--- config.mk ---
export PLATFORM = sky130hd
export DESIGN_NAME = atmega_tim_prescaler
export DESIGN_NICKNAME = d
export VERILOG_FILES = /design/src/rtl/atmega_tim_pkg.sv /design/src/rtl/atmega_tim_edge_sync.sv /design/src/rtl/atmega_tim_prescaler.sv
export SDC_FILE = /design/constraint.sdc
export NUM_CORES = 1
export LEC_CHECK = 0
export CAP_MARGIN = 20
export CORE_MARGIN = 10
export CORE_UTILIZATION = 43
export CTS_CLUSTER_DIAMETER = 50
export DETAILED_ROUTE_END_ITERATION = 8
export GPL_TIMING_DRIVEN = 1
export PLACE_DENSITY = 0.9
export SKIP_CTS_REPAIR_TIMING = 1
export SYNTH_ARGS = -nofsm -noshare
export SYNTH_HDL_FRONTEND = slang
export SYNTH_SLANG_ARGS = --single-unit
--- constraint.sdc ---
create_clock -name clk -period 4 [get_ports clk]
set_input_delay 0.8 -clock clk [delete_from_list [all_inputs] [get_ports clk]]
set_output_delay 0.8 -clock clk [all_outputs]
set_load 0.03 [all_outputs]
--- src/rtl/atmega_tim_pkg.sv ---
// Shared constants for the ATmega timer subsystem: GTCCR bit positions,
// prescaler tap positions and IO bus defaults.
package atmega_tim_pkg;
    localparam int BUS_ADDR_DATA_LEN_DEF = 8;
    localparam logic [7:0] GTCCR_ADDR_DEF = 8'h43;

    localparam int TSM     = 7;
    localparam int PSRASY  = 1;
    localparam int PSRSYNC = 0;

    localparam int PRESC_W     = 10;
    localparam int TAP_CLK8    = 2;
    localparam int TAP_CLK64   = 5;
    localparam int TAP_CLK256  = 7;
    localparam int TAP_CLK1024 = 9;
endpackage

--- src/rtl/atmega_tim_edge_sync.sv ---
// Two-flop synchroniser for an external timer count pin, followed by a
// previous-value flop that yields one-clk rise/fall pulses.
module atmega_tim_edge_sync (
    input  logic clk,
    input  logic rst,
    input  logic pin,
    output logic rise,
    output logic fall
);
    logic s1, s2, p;

    always_ff @(posedge clk or posedge rst) begin
        if (rst) begin
            s1 <= 1'b0;
            s2 <= 1'b0;
            p  <= 1'b0;
        end else begin
            s1 <= pin;
            s2 <= s1;
            p  <= s2;
        end
    end

    assign rise = s2 & ~p;
    assign fall = ~s2 & p;
endmodule

--- src/rtl/atmega_tim_prescaler.sv ---
// Shared timer prescaler: free-running 10-bit counter with clk8..clk1024 taps,
// the GTCCR register (TSM/PSRASY/PSRSYNC) and T0/T1 pin edge detection.
module atmega_tim_prescaler
    import atmega_tim_pkg::*;
#(
    parameter int BUS_ADDR_DATA_LEN = BUS_ADDR_DATA_LEN_DEF,
    parameter logic [BUS_ADDR_DATA_LEN-1:0] GTCCR_ADDR = BUS_ADDR_DATA_LEN'(GTCCR_ADDR_DEF)
) (
    input  logic                         rst,
    input  logic                         clk,
    input  logic [BUS_ADDR_DATA_LEN-1:0] addr,
    input  logic                         wr,
    input  logic                         rd,
    input  logic [7:0]                   bus_in,
    output logic [7:0]                   bus_out,
    output logic                         clk8,
    output logic                         clk64,
    output logic                         clk256,
    output logic                         clk1024,
    output logic                         psrasy,
    input  logic                         t0,
    input  logic                         t1,
    output logic                         t0_rise,
    output logic                         t0_fall,
    output logic                         t1_rise,
    output logic                         t1_fall
);
    logic [PRESC_W-1:0] cnt;
    logic               tsm, psr_sync, psr_asy;
    logic               gtccr_sel, gtccr_wr;
    logic               unused_bus_bits;

    assign gtccr_sel       = (addr == GTCCR_ADDR);
    assign gtccr_wr        = wr & gtccr_sel;
    assign unused_bus_bits = ^bus_in[6:2];

    always_ff @(posedge clk or posedge rst) begin
        if (rst) begin
            cnt      <= '0;
            tsm      <= 1'b0;
            psr_sync <= 1'b0;
            psr_asy  <= 1'b0;
        end else begin
            // PSR bits only stick while TSM is written 1; otherwise they self-clear.
            if (gtccr_wr) begin
                tsm      <= bus_in[TSM];
                psr_sync <= bus_in[PSRSYNC] & bus_in[TSM];
                psr_asy  <= bus_in[PSRASY] & bus_in[TSM];
            end else if (!tsm) begin
                psr_sync <= 1'b0;
                psr_asy  <= 1'b0;
            end

            if (psr_sync || (gtccr_wr && bus_in[PSRSYNC]))
                cnt <= '0;
            else
                cnt <= cnt + PRESC_W'(1);
        end
    end

    always_comb begin
        bus_out = 8'h00;
        if (rd && gtccr_sel) begin
            bus_out[TSM]     = tsm;
            bus_out[PSRASY]  = psr_asy;
            bus_out[PSRSYNC] = psr_sync;
        end
    end

    assign clk8    = cnt[TAP_CLK8];
    assign clk64   = cnt[TAP_CLK64];
    assign clk256  = cnt[TAP_CLK256];
    assign clk1024 = cnt[TAP_CLK1024];

    // The write-cycle term guarantees the async prescaler sees at least one clk of request.
    assign psrasy = psr_asy | (gtccr_wr & bus_in[PSRASY]);

    atmega_tim_edge_sync u_t0_sync (
        .clk  (clk),
        .rst  (rst),
        .pin  (t0),
        .rise (t0_rise),
        .fall (t0_fall)
    );

    atmega_tim_edge_sync u_t1_sync (
        .clk  (clk),
        .rst  (rst),
        .pin  (t1),
        .rise (t1_rise),
        .fall (t1_fall)
    );
endmodule
# --- After elaboration in Yosys (flattened, before gate mapping) ---
# Cells that the tools add are included.
word_totals:
  register_bits: 19
  latchBits: 0
  out_inout_bits: 17
  mem_bits_ro: 0
  ramBits: 0
  in_bits: 22
  memories: 0
classes:
  n_shift: 0
  n_mux: 6
  bitwise_logic: 13
  n_addsub: 1
  n_eq_ne: 2
  div_mod_pow: 0
  n_lt_le_gt_ge: 0
  n_reduce_logical: 3
  multipliers: 0
ops:
  columns: ["op", "count"]
  rows:
  - ["10-bit by 1-bit adder with 10-bit output, second input constant", 1]
  - ["10-bit 2-to-1 mux", 1]
  - ["1-bit bitwise AND", 8]
  - ["8-bit by 7-bit equality test with 1-bit output, second input constant", 1]
  - ["1-bit 2-to-1 mux", 4]
  - ["1-bit inverter", 4]
  - ["1-bit logical AND", 2]
  - ["2-bit 2-to-1 mux", 1]
  - ["2-bit by 1-bit != test with 1-bit output, second input constant", 1]
  - ["1-bit logical OR", 1]
  - ["1-bit bitwise OR", 1]

# --- Depth between registers and ports, before layout ---
logic_depth:
  word_depth: 5
  depth_mapped: 4
  mapped_depth_nobuf: 4

# --- Hierarchy ---
# Synthesis repeated with hierarchy kept, for this count alone.
hier_totals:
  hier_cells: 82
  hier_area_um2: 884.6
by_module_without_submodules:
  columns: ["module", "area_per_inst_um2", "instances", "cells_each"]
  rows:
  - ["atmega_tim_prescaler", 696.9, 1, 70]
  - ["atmega_tim_edge_sync", 93.8, 2, 6]

# --- Worst setup path after synthesis ---
# No wires, ideal clock.
synth_timing:
  kind: "input to output"
  startpoint: "input port addr[5]"
  endpoint: "output port bus_out[0]"
  required_ns: 3.200
  path_buffers: 0
  arrival_time_ns: 1.639
  setup_slack_ns: 1.561
  cell_stages: 3
  path_cell_list: "nor4b_2 and2_1 and3_1"
synth_between:
  elab_chain_cells: 3
synth_lines:
  columns: ["element", "line_no", "rtl"]
  rows:
  - ["from (decl)", "atmega_tim_prescaler.sv:11", "input logic [BUS_ADDR_DATA_LEN-1:0] addr,"]
  - ["8-bit by 7-bit equality test with 1-bit output", "atmega_tim_prescaler.sv:33", "assign gtccr_sel = (addr == GTCCR_ADDR);"]
  - ["1-bit logical AND", "atmega_tim_prescaler.sv:63", "if (rd && gtccr_sel) begin"]
  - ["2-bit 2-to-1 mux", "atmega_tim_prescaler.sv:63", null]
  - ["to (decl)", "atmega_tim_prescaler.sv:15", "output logic [7:0] bus_out,"]
# No other way between the ends.

# --- Final worst setup path ---
layout_timing:
  startpoint: "input port addr[5]"
  endpoint: "output port bus_out[7]"
layout_between:
  elab_chain_cells: 3
layout_lines:
  columns: ["element", "line_no"]
  rows:
  - ["8-bit by 7-bit equality test with 1-bit output", "atmega_tim_prescaler.sv:33"]
  - ["1-bit logical AND", "atmega_tim_prescaler.sv:63"]
  - ["1-bit 2-to-1 mux", "atmega_tim_prescaler.sv:63"]
# No other way between the ends.

==> results.md <==
* Dpl cells at around 130
* Die Span Y at between 60 and 70 um
* Post-synthesis adder-cell area fraction at 0.0142
* Die area at ~4300 um2
* Sequential Power Share at 0.538
* Clock sink count at 19
* Clock-pin slew of the registers on the worst-case setup and hold paths at ~100 ps
* Simple-Gate Fraction of Synth Area at 0.232
* CTS max path bufs at 2
* Final GP Congestion at ~0.84
* Number of synthesized register bits at 19
* Finish-stage setup viols at 0
* Max-slew headroom at 0.541
* Num ports at 39
* Post-Synth XOR/XNOR Area at 0.0299
* Post-route DRC at 0
* Switching share of power at 0.346
* Routed WL at 2010 um
* Clock root buffer: clkbuf_4
* WS Path Type: in -> out
* Final TNS setup at 0 ps
* Peak fanout along the critical path at 4
* Lkg Pwr at about 0.53 nW
* DP Worst Slack at around 570 ps
* DRT iter0 DRCs at 16
* HPWL after detailed placement at ~1600 um
* Number of buffers created by CTS at 3
* Startpoint types: input port
* Yosys cell types at 29
* Global-route wire length before repair at roughly 3100 um
* Synthesized instance count at 80
* Register Area at ~480 um2
* Total gr overflow at 0
* Period minus WS final at between 3000 and 4000 ps
* IO buf count at 28
* Starting Density at 0.452
* Top-area cell type share of the netlist area at 0.541
* Area of the multi-input gates at between 300 and 400 um2
* NetSw at between 150 and 200 uW
* Via Count at about 700
* Number of core rows at 16
* Synthesized area at between 800 and 900 um2
* Number of max-cap violations at 0
* Area grow syn2layout at 35.8%
* Clk_lat worst skew at 300 ps
* Int Power at 325 uW
* Post-synthesis sequential area ratio at 0.541
* Multiplexer share of the synthesized area at 0.0356
* Largest cells by area after synthesis: dfrtp_1, buf_4, nand2_1
* Die width at 65.2 um
* Comb power frac at 0.267
* Layout cell share with drive strength beyond 1 at 0.127
* Final cycle utilization of the critical path at 0.855
* Fin cells at roughly 140
* Setup crit end kind: output port
* GRT Total Usage at 0.0924
* Cell taking the most area after synthesis: dfrtp_1
* Avg Inst Size Synth at between 10 and 15 um2
* TritonCTS clock tree: built
* Post-synthesis compound-gate area fraction at 0.0855
* NumNets Final at between 100 and 150
* Max Freq at 292 MHz
* Antenna violations before repair at 0
* Max H-tree Level at 1
* Antenna diodes at 0
* Fillers at 177
* Largest family of logic cells by synthesized area: simple AND/OR/NAND/NOR gates
* Final setup margin at 581 ps
* Required time of the critical path at ~3200 ps
* Largest net degree at the start of global routing at 20
* RSZ-0062 raised after global routing: false
* Slew @ Worst Pin at 687 ps
* Design area at between 1000 and 1500 um2
* CORE AREA at 1940 um2
* Avg WL per Cell at 14.7 um
* Power share of the clock group at 0.195
* DRT antenna net count at 0
* Hold Path Class: reg -> reg
* Total iterations of the first detailed-routing run at 4
* Vias/cell at about 5.0
* PD cells at 417 nW/um2
* Layout Skew at approximately 3.8 ps
* Number of global-route vias before repair at 700
* Yosys warns at 0
* Max-slew violations at 0
* Status: complete, no violations
* Final Hold Fails at 0
* Area of placed instances at between 1000 and 1500 um2
* Worst Path Arrival at 2620 ps
* Peak VDD IR at roughly 280 uV
-- routing by layer --
metal / routed length (um) / vias up / global-route usage
li1: - / 328 / -
met1: 900 / 317 / 0.102
met2: 873 / 39 / 0.149
met3: 210 / 3 / 0.0407
met4: 29 / 0 / 0.0455
met5: 0 / - / 0
-- kinds of logic after synthesis --
logic type	after synthesis
other	1
flip-flops	19
adder cells (fa/ha/maj)	1
buffers and inverters	8
XOR/XNOR	3
multiplexers	3
AO/OA/AOI/OAI	12
AND/OR/NAND/NOR	33
-- cells in the mapped netlist --
master    number
a21oi_1        4
a21oi_2        1
a31o_2         1
a41o_1         1
and2_1         1
and3_1         3
and4bb_2       1
buf_2          1
buf_4          5
conb_1         1
dfrtp_1       19
ha_1           1
inv_1          2
mux2_2         1
mux2i_1        2
nand2_1        7
nand3_1        4
nand3_2        1
nand4_2        1
nor2_1         5
nor2b_1        4
nor4b_2        1
o21ai_0        4
o31ai_1        1
or3_1          2
or3_2          2
or4_4          1
xnor2_1        1
xor2_1         2
-- path summary, 6_finish.rpt --
path                       slack [ps]    startpoint  depth (start not counted)            to
max in group asynchronous        2670           rst                          2           tsm
setup / recovery                  580       addr[5]                          5    bus_out[7]
hold reg to reg                   360  u_t1_sync.s1                          0  u_t1_sync.s2
setup reg to reg                 2590        cnt[0]                          4        cnt[8]
min in group asynchronous         900           rst                          2        cnt[3]
hold / removal                    360  u_t1_sync.s1                          0  u_t1_sync.s2
-- state kept, by name, summed over array words and instances, names as in the netlist --
signal and flops:
psr_sync 1, psr_asy 1, u_t1_sync.p 1, u_t1_sync.s2 1
u_t0_sync.p 1, tsm 1, u_t0_sync.s2 1, u_t1_sync.s1 1
cnt 10, u_t0_sync.s1 1
-- layout by cell type, fill, tap and decap left out, types with 3 or more instances in the layout --
master	count
a21oi_1	4
and3_1	3
clkbuf_4	3
clkdlybuf4s50_1	28
conb_1	5
dfrtp_1	19
nand2_1	7
nand3_1	4
nor2_1	5
nor2b_1	4
o21ai_0	4
-- power groups by stage --
stage / registers [mW] / clock network, mW / logic, mW
floorplan: 0.288 / 0 / 0.0592
global placement: 0.269 / 0 / 0.130
detailed placement: 0.271 / 0 / 0.134
CTS: 0.267 / 0.0997 / 0.135
global route: 0.274 / 0.107 / 0.146
finish: 0.268 / 0.0968 / 0.133
-- layout make-up --
type                    count  area share
inverters                   2     0.00630
multi-input cells          57       0.309
flip-flops and latches     19       0.399
clock buffers               3      0.0189
well taps                  27      0.0283
clock inverters             1     0.00420
repair buffers             28       0.235
-- metrics by stage --
step           total power [mW]  hold slack, ps  utilization
2_1_floorplan             0.347             331            -
3_3_place_gp              0.399             332        0.600
3_5_place_dp              0.405             335        0.600
4_1_cts                   0.502             360        0.614
5_1_grt                   0.527             367        0.614
6_report                  0.497             358        0.614
-- worst max-delay path: stages --
cell             delay (ps)
clkdlybuf4s50_1         410
nor4b_2                 330
and2_1                  230
and3_1                  170
clkdlybuf4s50_1         670
No activity file was read; power rests on OpenSTA's default activity.
